<file path="config.mk">
export PLATFORM = sky130hd
export DESIGN_NAME = sr_latch_ctrl
export DESIGN_NICKNAME = d
export VERILOG_FILES = /design/src/rtl/sr_latch_ctrl.sv
export SDC_FILE = /design/constraint.sdc
export NUM_CORES = 1
export LEC_CHECK = 0
export BUFFER_PORTS_ARGS = -buffer_cell sky130_fd_sc_hd__buf_2
export CAP_MARGIN = 20
export CORE_AREA = 4 4 48 50
export DETAILED_ROUTE_END_ITERATION = 7
export DIE_AREA = 0 0 52 54
export PLACE_DENSITY = 0.78
export SLEW_MARGIN = 20
export SYNTH_ARGS = -nofsm -noshare
export SYNTH_HDL_FRONTEND = slang
export SYNTH_SLANG_ARGS = --single-unit
</file>
<file path="constraint.sdc">
create_clock -name clk -period 3 [get_ports clk]
set_input_delay 0.3 -clock clk [delete_from_list [all_inputs] [get_ports clk]]
set_output_delay 0.3 -clock clk [all_outputs]
set_load 0.03 [all_outputs]
</file>
<file path="src/rtl/sr_latch_ctrl.sv">
// Shares one external cross-coupled NAND set/reset latch among N_REQ requesters.
// Round-robin grant, timed active-low pulses, synchronized readback and pass/fail ack.
module sr_latch_ctrl #(
    parameter int N_REQ      = 4,
    parameter int PULSE_CYC  = 2,
    parameter int SETTLE_CYC = 3
) (
    input  logic             clk,
    input  logic             rst,
    input  logic [N_REQ-1:0] req,
    input  logic [N_REQ-1:0] op,
    output logic [N_REQ-1:0] ack,
    output logic             err,
    output logic             busy,
    output logic             q_state,
    output logic             set_n,
    output logic             clr_n,
    input  logic             latch_q
);

    localparam int CNT_MAX = (PULSE_CYC > SETTLE_CYC) ? PULSE_CYC : SETTLE_CYC;
    localparam int CNT_W   = $clog2(CNT_MAX + 1);
    localparam int IDX_W   = $clog2(N_REQ);

    typedef enum logic [2:0] {INIT, IDLE, DRIVE, SETTLE, CHECK, ACK} state_t;

    state_t             state, state_nx;
    logic [CNT_W-1:0]   cnt, cnt_nx;
    logic [IDX_W-1:0]   win, win_nx;
    logic [IDX_W-1:0]   last_grant, last_nx;
    logic               op_r, op_nx;
    logic               init_r, init_nx;
    logic               err_nx;
    logic               sync1;
    logic               found;
    logic [IDX_W-1:0]   pick;
    logic [IDX_W-1:0]   idx;

    // Round-robin search starting just after the last granted requester.
    always_comb begin
        found = 1'b0;
        pick  = last_grant;
        idx   = last_grant;
        for (int i = 1; i <= N_REQ; i++) begin
            idx = IDX_W'((int'(last_grant) + i) % N_REQ);
            if (!found && req[idx]) begin
                found = 1'b1;
                pick  = idx;
            end
        end
    end

    always_comb begin
        state_nx = state;
        cnt_nx   = cnt;
        win_nx   = win;
        op_nx    = op_r;
        last_nx  = last_grant;
        init_nx  = init_r;
        err_nx   = 1'b0;
        case (state)
            // Power-up clear reuses DRIVE/SETTLE; init_r skips the readback check.
            INIT: begin
                state_nx = DRIVE;
                op_nx    = 1'b0;
                init_nx  = 1'b1;
                cnt_nx   = CNT_W'(PULSE_CYC - 1);
            end
            IDLE: begin
                if (found) begin
                    win_nx = pick;
                    op_nx  = op[pick];
                    if (op[pick] == q_state) begin
                        state_nx = ACK;
                    end else begin
                        state_nx = DRIVE;
                        cnt_nx   = CNT_W'(PULSE_CYC - 1);
                    end
                end
            end
            DRIVE: begin
                if (cnt == '0) begin
                    state_nx = SETTLE;
                    cnt_nx   = CNT_W'(SETTLE_CYC - 1);
                end else begin
                    cnt_nx = cnt - CNT_W'(1);
                end
            end
            SETTLE: begin
                if (cnt == '0) begin
                    state_nx = init_r ? IDLE : CHECK;
                    init_nx  = 1'b0;
                end else begin
                    cnt_nx = cnt - CNT_W'(1);
                end
            end
            CHECK: begin
                err_nx   = (q_state != op_r);
                state_nx = ACK;
            end
            ACK: begin
                last_nx  = win;
                state_nx = IDLE;
            end
            default: state_nx = INIT;
        endcase
    end

    // Outputs are registered from next-state values so they line up with the state.
    always_ff @(posedge clk) begin
        if (rst) begin
            state      <= INIT;
            cnt        <= '0;
            win        <= '0;
            last_grant <= '0;
            op_r       <= 1'b0;
            init_r     <= 1'b0;
            sync1      <= 1'b0;
            q_state    <= 1'b0;
            set_n      <= 1'b1;
            clr_n      <= 1'b1;
            ack        <= '0;
            err        <= 1'b0;
            busy       <= 1'b1;
        end else begin
            state      <= state_nx;
            cnt        <= cnt_nx;
            win        <= win_nx;
            last_grant <= last_nx;
            op_r       <= op_nx;
            init_r     <= init_nx;
            sync1      <= latch_q;
            q_state    <= sync1;
            set_n      <= !((state_nx == DRIVE) && op_nx);
            clr_n      <= !((state_nx == DRIVE) && !op_nx);
            ack        <= (state_nx == ACK) ? ({{(N_REQ-1){1'b0}}, 1'b1} << win_nx) : '0;
            err        <= err_nx;
            busy       <= (state_nx != IDLE);
        end
    end

endmodule

</file>
=== After elaboration in Yosys (flattened, before gate mapping) ===
Index checks and enable logic that the tools add are counted.

* Add/subtract/negate cells: 5
* Multiply operators: 0
* Divide/modulo/power cells: 0
* $lt $le $gt $ge: 5
* Equal/unequal tests: 14
* Shift-type cells: 1
* Muxes and demuxes: 35
* Bitwise operators: 2
* Reductions and logical operators: 19

{| class="wikitable"
|+ Operators with widths
! operator !! count
|-
| 2-bit 2-to-1 mux || 10
|-
| 3-bit case mux with 6 select lines || 1
|-
| 2-bit by 3-bit < comparator with 1-bit output (second input constant) || 5
|-
| 3-bit 2-to-1 mux || 5
|-
| 1-bit 2-to-1 mux || 11
|-
| 1-bit binary-select mux with 2-bit select || 5
|-
| 3-bit by 2-bit == test with 1-bit output (second input constant) || 3
|-
| 3-bit == test (second input constant) || 3
|-
| 2-bit inequality test (second input constant) || 4
|-
| 2-bit case mux with 4 select lines || 1
|-
| 1-bit logical NOT || 6
|-
| 1-bit logical AND || 5
|-
| 2-bit by 1-bit adder with 2-bit output (second input constant) || 2
|-
| 2-bit adder (second input constant) || 2
|-
| 1-bit case mux with 2 select lines || 2
|-
| 4-bit AND reduction || 1
|-
| 4-bit nonzero test || 1
|-
| 2-bit OR reduction || 2
|-
| 1-bit by 2-bit << shifter with 4-bit output (first input constant) || 1
|-
| 3-bit by 1-bit == test with 1-bit output (second input constant) || 1
|-
| 3-bit logical NOT || 1
|-
| 3-bit by 1-bit inequality test with 1-bit output (second input constant) || 1
|-
| 2-bit logical NOT || 1
|-
| 1-bit NOT || 2
|-
| 5 further kinds || 5
|}

* Bits in registers: 21
* Latch bits: 0
* Bits in writable memories: 0
* Memory bits (read-only): 0
* Input bits: 11
* Output and inout port bits: 9
* Word-level logic and storage cells: 94
* Memories: 0

=== Longest topological paths before layout ===
Gate-level depths: netlist of run 1.

* Word-level depth: 22
* Mapped depth: 9
* Depth with buffers taken out: 9

=== Worst setup path after synthesis of run 1 ===
Ideal clock, no wire load.

* Kind: register to register
* Start: reg last_grant[0]
* End: reg clr_n
* Setup time: 0.134 ns
* Arrival: 1.877 ns
* Setup slack: 0.989 ns
* Stages on the path, launching flop included: 8
* Buffers on the path: 0
* Cells stage by stage: dfxtp_1 -> nand2b_2 -> o21ai_1 -> a221o_1 -> and3b_1 -> o31ai_1 -> a22o_1 -> or4b_1

* Word-level cells in the longest chain between the ends: 22
* Elaborated cells on any way between the ends: 38
* Classes of those cells: add/sub (4); eq/ne (2); mux (23); reduce/logical (9)

{| class="wikitable"
|+ RTL lines
! what !! RTL line !! source
|-
| from (decl) || 30 || <nowiki>logic [IDX_W-1:0] last_grant, last_nx;</nowiki>
|-
| from (signal assigned) || 129 || <nowiki>last_grant <= last_nx;</nowiki>
|-
| 2-bit by 1-bit adder with 2-bit output || 45 || <nowiki>idx = IDX_W'((int'(last_grant) + i) % N_REQ);</nowiki>
|-
| 1-bit binary-select mux with 2-bit select || 46 || <nowiki>if (!found && req[idx]) begin</nowiki>
|-
| 1-bit 2-to-1 mux (not written as such) || 46 ||
|-
| 1-bit 2-to-1 mux || 46 ||
|-
| 1-bit logical NOT || 46 ||
|-
| 1-bit logical AND || 46 ||
|-
| 1-bit 2-to-1 mux || 46 ||
|-
| 1-bit logical NOT || 46 ||
|-
| [6 not listed] || - ||
|-
| 1-bit 2-to-1 mux (not written as such) || 72, 73 ||
|-
| 1-bit == test || 73 || <nowiki>if (op[pick] == q_state) begin</nowiki>
|-
| 3-bit 2-to-1 mux || 73 ||
|-
| 3-bit 2-to-1 mux || 70 || <nowiki>if (found) begin</nowiki>
|-
| 3-bit case mux with 6 select lines || 61 || <nowiki>case (state)</nowiki>
|-
| 3-bit by 2-bit == test with 1-bit output || 135 || <nowiki>clr_n <= !((state_nx == DRIVE) && !op_nx);</nowiki>
|-
| 1-bit logical AND * || 135 ||
|-
| 1-bit logical NOT * || 135 ||
|-
| to (signal assigned) || 135 ||
|-
| to (decl) || 17 || <nowiki>output logic clr_n,</nowiki>
|}

Every way passes the cells marked *; elsewhere a longest branch is shown, timed or not. The select of a mux whose other input is x is not followed.
A chain may end at the register's enable or synchronous reset.

=== Worst setup path in the final report of run 1 ===
Same ends and word-level chain as after synthesis.

==> impl_metrics.env, run 1 <==
export IMPL_status="finished, final reports clean"
export IMPL_seq_area_frac_synth_pct=41.2
export IMPL_syn_instance_count=119
export IMPL_start_kind="flop"
export IMPL_insertion_delay_ps=300
export IMPL_die_h_um=54
export IMPL_firstDrtPassIters=4
export IMPL_diodes=0
export IMPL_fin_crit_sh_pct=74.3
export IMPL_rsz0062_at_grt="false"
export IMPL_rows=16
export IMPL_p_comb_share_pct=23.1
export IMPL_hold_ws_ps=198
export IMPL_clkTransAtPathRegs_ps=110
export IMPL_ant_nets=0
export IMPL_worst_pin_slew_ps=469
export IMPL_drive_above_1_share_pct=18.6
export IMPL_required_ps=3190
export IMPL_critPathKind="flop to flop"
export IMPL_gp_congestion=0.896
export IMPL_crit_fanout=6
export IMPL_max_stage_delay_ps=510
export IMPL_grt_max_degree=15
export IMPL_p_clk_share_pct=22.8
export IMPL_finalSetupViolations=0
export IMPL_drt_iter0_drc=30
export IMPL_finClkSkew_ps=3.78
export IMPL_p_switching_mw=0.181
export IMPL_hpwl_um=1620
export IMPL_cts_setup_buffers=0
export IMPL_maxCapViolations=0
export IMPL_synth_ff_type="dfxtp_1"
export IMPL_io_pins=20
export IMPL_syn_area_mm2=0.00102
export IMPL_wl_per_cell_um=12.6
export IMPL_crit_path_end_kind="flop"
export IMPL_wl_um=2110
export IMPL_pwr_share_seq_pct=54.1
export IMPL_synth_top_area_cell="dfxtp_1"
export IMPL_ys_warn_count=0
export IMPL_worstPathCellList="nand2b_2 -> o21ai_1 -> a221o_1 -> nand3b_1 -> nand3_1 -> a41oi_2 -> or4b_1"
export IMPL_hp_class="primary input to flop"
export IMPL_syn_to_final_growth_pct=14.5
export IMPL_wl_met2_um=937
export IMPL_layout_setup_ws_ps=771
export IMPL_synth_most_common_cell="dfxtp_1"
export IMPL_vdd_drop_max_mv=0.283
export IMPL_hold_viol=0
export IMPL_cts_buffers=3
export IMPL_die_width_um=52
export IMPL_clock_tree_buffer_depth=2
export IMPL_tns_ps=0
export IMPL_hold_buffers=0
export IMPL_drv_slew=0
export IMPL_syn_area_per_cell_um2=8.57
export IMPL_highest_signal_layer="met4"
export IMPL_fmax_ghz=0.449
export IMPL_clock_sinks=21
export IMPL_grt_pass1_wl_um=3480
export IMPL_netSwitchingFraction_pct=30.8
export IMPL_start_util_pct=53.6
export IMPL_power_density_mw_per_mm2=503
export IMPL_place_ws_ps=774
export IMPL_ctsHtreeMaxLevel=1
export IMPL_cts_tree="done"
export IMPL_num_vias=935
export IMPL_slew_headroom_pct=68.5
export IMPL_core_area_mm2=0.00190
export IMPL_async_reset_ff_share_pct=0
export IMPL_antenna_found_initial=0
export IMPL_die_area_mm2=0.00281
export IMPL_final_nets=154
export IMPL_track_usage_pct=16.5
export IMPL_drc=0
export IMPL_ys_top_cells_by_count="dfxtp_1 (21), nor2_1 (12), nand2_1 (10)"
export IMPL_arrival_ps=2410
export IMPL_clockRootBuffer="clkbuf_4"
export IMPL_routed_wl_met3_um=140
export IMPL_cts_resized=0
export IMPL_ys_ff_latch=21
export IMPL_fin_crit_ps=2230
export IMPL_yosys_top_cells_area="dfxtp_1 (41%), nor2_1 (4.4%), a21oi_1 (3.9%)"
export IMPL_synth_cell_types=38
export IMPL_slowest_stage="or4b_1"
export IMPL_wl_met1_um=983
export IMPL_vias_per_cell=5.60
export IMPL_grt_remaining_overflow=0
export IMPL_synth_top_area_share_pct=41.2
export IMPL_grt_pass1_vias=875
export IMPL_power_leakage_nw=0.518
export IMPL_mappedNetlistNets=132
export IMPL_port_buffers=19
export IMPL_synth_edf_count=0
export IMPL_p_int_mw=0.406
## critical path: cells and delay by family (launching register included)
family | cells | cell delay (ps)
DFF | 1 | 390
and+or+nand+nor | 4 | 1060
AOI/OAI and AO/OA | 3 | 670
## per-layer routing
layer / GRT usage, % / vias to the layer above
li1: - / 473
met1: 20.2 / 422
met2: 26.8 / 33
met3: 3.60 / 7
met4: 9.17 / 0
met5: 0 / -
## kinds of logic (layout without fill, tap and decap cells)
kind of cell,Yosys count,in the layout,synth area share (%)
AND/OR/NAND/NOR,57,57,30.7
AO/OA/AOI/OAI,27,27,18.3
flip-flops,21,21,41.2
buffers and inverters,7,28,2.58
multiplexers,4,4,3.93
adder cells (fa/ha/maj),2,2,2.45
XOR/XNOR,1,1,0.859
## worst paths after layout
| check | from | to | slack (ps) | cells after the start |
|---|---|---|---|---|
| min | latch_q | sync1 | 200 | 2 |
| max | last_grant[0] | clr_n | 770 | 7 |
| min reg2reg | sync1 | q_state | 460 | 1 |
| max reg2reg | last_grant[0] | clr_n | 770 | 7 |
## flip-flops by register name, summed over array words and instances (netlist names), 2 cells and up
register / flops
last_grant: 2
ack: 4
cnt: 2
win: 2
state: 3
## stage by stage
step | utilization [%] | instances | power, mW | cell area (um2)
2_1_floorplan | - | 119 | 0.424 | 1020
3_3_place_gp | 60.0 | 163 | 0.455 | 1140
3_5_place_dp | 60.0 | 163 | 0.459 | 1140
4_1_cts | 61.4 | 167 | 0.590 | 1170
5_1_grt | 61.4 | 167 | 0.623 | 1170
6_report | 61.4 | 167 | 0.587 | 1170
## layout make-up
type | count | area, um2
fillers | 170 | 734
multi-input cells | 91 | 573
flip-flops and latches | 21 | 420
repair buffers | 19 | 95.1
well taps | 27 | 33.8
clock buffers | 4 | 26.3
inverters | 5 | 18.8
## power by group through the flow
stage | clock network [mW] | registers, mW | logic, mW
global placement | 0 | 0.323 | 0.132
global route | 0.150 | 0.320 | 0.153
CTS | 0.138 | 0.317 | 0.136
finish | 0.134 | 0.318 | 0.135
floorplan | 0 | 0.327 | 0.0972
detailed placement | 0 | 0.323 | 0.135
## placed cells by master, fill, tap and decap left out, types with 3 or more instances in the layout
| cell type | instances |
|---|---|
| o21ai_0 | 3 |
| clkbuf_4 | 3 |
| nor3b_1 | 3 |
| a211oi_1 | 3 |
| mux2i_1 | 4 |
| nor2b_1 | 3 |
| dfxtp_1 | 21 |
| nor2_1 | 12 |
| inv_1 | 5 |
| nand2b_1 | 3 |
| a21oi_1 | 8 |
| nand3_1 | 6 |
| nand2_1 | 10 |
| nor3_1 | 5 |
| buf_2 | 19 |
Note: power is estimated with default switching activity, not from simulation.
==> run 2, diff against run 1 <==
--- a/config.mk
+++ b/config.mk
@@ -7,10 +7,10 @@
 export LEC_CHECK = 0
 export BUFFER_PORTS_ARGS = -buffer_cell sky130_fd_sc_hd__buf_2
 export CAP_MARGIN = 20
-export CORE_AREA = 4 4 48 50
+export CORE_AREA = 4 4 50 52
 export DETAILED_ROUTE_END_ITERATION = 7
-export DIE_AREA = 0 0 52 54
-export PLACE_DENSITY = 0.78
+export DIE_AREA = 0 0 54 56
+export PLACE_DENSITY = 0.72
 export SLEW_MARGIN = 20
 export SYNTH_ARGS = -nofsm -noshare
 export SYNTH_HDL_FRONTEND = slang
==> constraint.sdc (replaced) <==
create_clock -name clk -period 2.3 [get_ports clk]
set_input_delay 0.23 -clock clk [delete_from_list [all_inputs] [get_ports clk]]
set_output_delay 0.23 -clock clk [all_outputs]
set_load 0.03 [all_outputs]
==> impl_metrics.env, run 2 (synthesis results as in run 1) <==
export IMPL_multi_input_area_um2=573
export IMPL_final_cell_area_mm2=0.00118
export IMPL_grt_pass1_vias=889
export IMPL_start_util_pct=48.4
export IMPL_diodes=0
export IMPL_layoutNonFillerInstCount=169
export IMPL_cts_buffers=3
export IMPL_io_pins=20
export IMPL_insertion_delay_ps=290
export IMPL_drc=0
export IMPL_hpwl_um=1630
export IMPL_power_density_mw_per_mm2=651
export IMPL_cts_resized=0
export IMPL_final_common_cell="dfxtp_1"
export IMPL_vdd_drop_max_mv=0.365
export IMPL_hold_viol=0
export IMPL_crit_fanout=5
export IMPL_slew_headroom_pct=70.9
export IMPL_regMostFlops="ack"
export IMPL_place_ws_ps=155
export IMPL_grt_remaining_overflow=0
export IMPL_cts_tree="done"
export IMPL_antenna_found_initial=0
export IMPL_clockRootBuffer="clkbuf_4"
export IMPL_wl_per_cell_um=12.3
export IMPL_arrival_ps=2310
export IMPL_finClkSkew_ps=3.68
export IMPL_slowest_stage="or4b_1"
export IMPL_rows=17
export IMPL_fin_crit_ps=2130
export IMPL_ant_nets=0
export IMPL_syn_to_final_growth_pct=15.5
export IMPL_layout_setup_ws_ps=171
export IMPL_worst_pin_slew_ps=433
export IMPL_die_area_mm2=0.00302
export IMPL_placed_area_mm2=0.00115
export IMPL_power_leakage_nw=0.524
export IMPL_final_nets=155
export IMPL_drive_above_1_share_pct=19.9
export IMPL_clkTransAtPathRegs_ps=110
export IMPL_finish_utilization_pct=55.9
export IMPL_cts_setup_buffers=0
export IMPL_required_ps=2480
export IMPL_fmax_ghz=0.470
export IMPL_die_h_um=56
export IMPL_port_buffers=19
export IMPL_core_area_mm2=0.00211
export IMPL_track_usage_pct=15.7
export IMPL_finalSetupViolations=0
export IMPL_grt_pass1_wl_um=3680
export IMPL_max_stage_delay_ps=500
export IMPL_status="finished, final reports clean"
export IMPL_drt_iter0_drc=23
export IMPL_final_cell_mix="dfxtp_1 (20), buf_2 (19), nor2_1 (12), nand2_1 (10), a21oi_1 (8)"
export IMPL_fillers=207
export IMPL_critPathKind="flop to flop"
export IMPL_start_kind="flop"
export IMPL_worstPathCellList="nand2b_2 -> o21ai_1 -> a221o_1 -> and3b_1 -> o31ai_1 -> a22o_1 -> or4b_1"
export IMPL_largest_reg_flops=4
export IMPL_ctsHtreeMaxLevel=1
export IMPL_top_regs="ack x4, state x3"
export IMPL_num_vias=888
export IMPL_rsz0062_at_grt="false"
export IMPL_maxCapViolations=0
export IMPL_gp_congestion=0.902
export IMPL_regArea_um2=422
export IMPL_cp_buffers_inverters=0
export IMPL_cp_top_family="simple AND/OR/NAND/NOR gates"
export IMPL_hp_class="primary input to flop"
export IMPL_wl_um=2080
export IMPL_fin_crit_sh_pct=92.5
export IMPL_hold_buffers=0
export IMPL_vias_per_cell=5.25
export IMPL_firstDrtPassIters=4
export IMPL_clock_tree_buffer_depth=2
export IMPL_crit_path_end_kind="flop"
export IMPL_clock_sinks=21
export IMPL_die_width_um=54
export IMPL_tns_ps=0
export IMPL_grt_max_degree=15
export IMPL_drv_slew=0
export IMPL_place_inst=165
==> run 2: cell count changes in the layout (fill, tap and decap cells not counted), sizes merged <==
cell  delta
buf      +1
==> run 2: metrics by stage <==
stage          total power [mW]  hold WS (ps)
2_1_floorplan             0.553           336
3_3_place_gp              0.598           420
3_5_place_dp              0.603           433
4_1_cts                   0.773           130
5_1_grt                   0.822           150
6_report                  0.767           134
==> run 2: final cells by class <==
cell class	instances	area share, %
Clock buffer	4	2.23
Inverter	5	1.59
Multi-Input combinational cell	91	48.7
Sequential cell	21	35.8
Tap cell	28	2.98
Timing Repair Buffer	20	8.71
==> run 2: path summary, 6_finish.rpt <==
kind            startpoint      end  slack, ps  cells after the start
max reg2reg  last_grant[0]    clr_n        170                      7
min                latch_q    sync1        130                      2
max          last_grant[0]    clr_n        170                      7
min reg2reg          sync1  q_state        450                      1
==> run 2: report_power, final <==
part / leakage, nW / internal, mW / switching [mW]
Combinational: 0.337 / 0.0762 / 0.105
Sequential: 0.172 / 0.390 / 0.0233
Clock: 0.0150 / 0.0675 / 0.105
==> run 2: routing by layer <==
layer	up-vias	global-route usage, %	wire length [um]
li1	473	-	-
met1	400	21.3	1020
met2	13	24.6	964
met3	2	2.41	79
met4	0	5.34	17
met5	-	0	0
==> run 3, diff against run 2 <==
==> config.mk (replaced) <==
export PLATFORM = sky130hd
export DESIGN_NAME = sr_latch_ctrl
export DESIGN_NICKNAME = d
export VERILOG_FILES = /design/src/rtl/sr_latch_ctrl.sv
export SDC_FILE = /design/constraint.sdc
export NUM_CORES = 1
export LEC_CHECK = 0
export CAP_MARGIN = 20
export CORE_AREA = 4 4 47 49
export DETAILED_ROUTE_END_ITERATION = 7
export DIE_AREA = 0 0 51 53
export DONT_BUFFER_PORTS = 1
export MAX_ROUTING_LAYER = met4
export PLACE_DENSITY = 0.72
export SYNTH_ARGS = -nofsm -noshare
export SYNTH_HDL_FRONTEND = slang
export SYNTH_SLANG_ARGS = --single-unit
==> impl_metrics.env, run 3 (synthesis results as in run 1) <==
export IMPL_status="finished, final reports clean"
export IMPL_firstDrtPassIters=4
export IMPL_layoutNonFillerInstCount=150
export IMPL_placed_area_mm2=0.00105
export IMPL_track_usage_pct=19.6
export IMPL_ctsHtreeMaxLevel=1
export IMPL_reg2reg_setup_slack_ps=120
export IMPL_insertion_delay_ps=310
export IMPL_layout_setup_ws_ps=123
export IMPL_power_density_mw_per_mm2=701
export IMPL_place_inst=145
export IMPL_r2r_end="clr_n"
export IMPL_required_ps=2500
export IMPL_final_cell_mix="dfxtp_1 (21), nor2_1 (12), nand2_1 (10), a21oi_1 (8), nand3_1 (6)"
export IMPL_power_leakage_nw=0.447
export IMPL_drv_slew=0
export IMPL_clockRootBuffer="clkbuf_4"
export IMPL_wl_um=2200
export IMPL_port_buffers=0
export IMPL_slew_headroom_pct=64.7
export IMPL_grt_remaining_overflow=0
export IMPL_cts_buffers=3
export IMPL_drc=0
export IMPL_fin_crit_sh_pct=94.7
export IMPL_arrival_ps=2370
export IMPL_finish_utilization_pct=59.1
export IMPL_fin_crit_ps=2180
export IMPL_fmax_ghz=0.459
export IMPL_crit_end="clr_n"
export IMPL_finClkSkew_ps=3.37
export IMPL_gp_congestion=0.890
export IMPL_rows=16
export IMPL_final_common_cell="dfxtp_1"
export IMPL_finalSetupViolations=0
export IMPL_worst_pin_slew_ps=528
export IMPL_r2r_start="last_grant[0]"
export IMPL_hpwl_um=1540
export IMPL_grt_pass1_vias=897
export IMPL_max_stage_delay_ps=490
export IMPL_final_nets=137
export IMPL_syn_to_final_growth_pct=7.85
export IMPL_tns_ps=0
export IMPL_clock_sinks=21
export IMPL_num_vias=877
export IMPL_grt_pass1_wl_um=3820
export IMPL_drive_above_1_share_pct=8.13
export IMPL_core_area_mm2=0.00186
export IMPL_hp_class="primary input to flop"
export IMPL_clkTransAtPathRegs_ps=120
export IMPL_top_regs="ack x4, state x3"
export IMPL_largest_reg_flops=4
export IMPL_setup_worst_path_start="last_grant[0]"
export IMPL_ant_nets=0
export IMPL_wl_per_cell_um=14.6
export IMPL_die_width_um=51
export IMPL_maxCapViolations=0
export IMPL_grt_max_degree=14
export IMPL_diodes=0
export IMPL_worstPathCellList="nand2b_2 -> o21ai_1 -> a221o_1 -> and3b_1 -> o31ai_1 -> a22o_1 -> or4b_1"
export IMPL_critPathKind="flop to flop"
export IMPL_final_cell_area_mm2=0.00110
export IMPL_r2r_cells=7
export IMPL_start_kind="flop"
export IMPL_cts_setup_buffers=0
export IMPL_regMostFlops="ack"
export IMPL_drt_iter0_drc=15
export IMPL_cts_tree="done"
export IMPL_clock_tree_buffer_depth=2
export IMPL_crit_fanout=5
export IMPL_slowest_stage="or4b_1"
export IMPL_vias_per_cell=5.85
export IMPL_io_pins=20
export IMPL_hold_viol=0
export IMPL_crit_path_end_kind="flop"
export IMPL_antenna_found_initial=0
export IMPL_vdd_drop_max_mv=0.434
export IMPL_die_h_um=53
export IMPL_die_area_mm2=0.00270
export IMPL_place_ws_ps=187
export IMPL_start_util_pct=54.8
run 3: cell types whose count changed in the layout (fill, tap and decap cells not counted):
cell	previous run	this run
buf_2	19	0
clkinvlp_4	0	1
dfxtp_1	20	21
dfxtp_2	1	0
clkbuf_1	1	0
nor4b_2	0	1
nor4b_1	2	1
dlygate4sd3_1	0	1
run 3: critical path, delay by kind of cell (launching register included):
| family | cells | cell delay, ps |
|---|---|---|
| AOI/OAI and AO/OA | 4 | 760 |
| DFF | 1 | 390 |
| and+or+nand+nor | 3 | 930 |
run 3: how the worst min path moves through the flow:
stage / startpoint / to / slack [ps] / depth (start not counted)
5_1_grt: rst / clr_n / 9 / 1
6_report: rst / clr_n / 20 / 1
4_1_cts: rst / clr_n / 10 / 1
2_1_floorplan: rst / clr_n / 340 / 1
3_5_place_dp: rst / state[2] / 310 / 1
3_3_place_gp: rst / state[2] / 300 / 1
run 3: what timing repair did:
action                     in CTS  in global routing
hold endpoints to repair        9                  0
setup endpoints to repair       0                  4
resized for setup               0                  1
hold buffers                    1                  0
run 3: layout make-up:
class / instances / area (um2)
repair buffers: 2 / 17.5
flip-flops and latches: 21 / 420
inverters: 5 / 18.8
clock inverters: 1 / 7.51
multi-input cells: 91 / 579
well taps: 27 / 33.8
fillers: 170 / 762
clock buffers: 3 / 22.5
run 3: metal layers:
layer / track usage [%] / up-vias / share of wire [%]
met5: - / - / 0
met4: 7.17 / 0 / 0.64
met3: 3.94 / 2 / 4.1
met2: 33.9 / 25 / 48
met1: 22.5 / 409 / 48
li1: - / 441 / -
run 3: per-stage QoR:
stage / hold slack (ps) / power (mW)
after floorplan: 336 / 0.553
after global placement: 303 / 0.578
after detailed placement: 305 / 0.582
after CTS: 12.0 / 0.774
after global routing: 8.63 / 0.813
final: 20.0 / 0.771
run 3: power by group:
| part | internal, mW | total [mW] | leakage [nW] | switching [mW] |
|---|---|---|---|---|
| sequential | 0.390 | 0.430 | 0.172 | 0.0399 |
| clock | 0.0663 | 0.186 | 0.0139 | 0.119 |
| combinational | 0.0675 | 0.156 | 0.261 | 0.0882 |
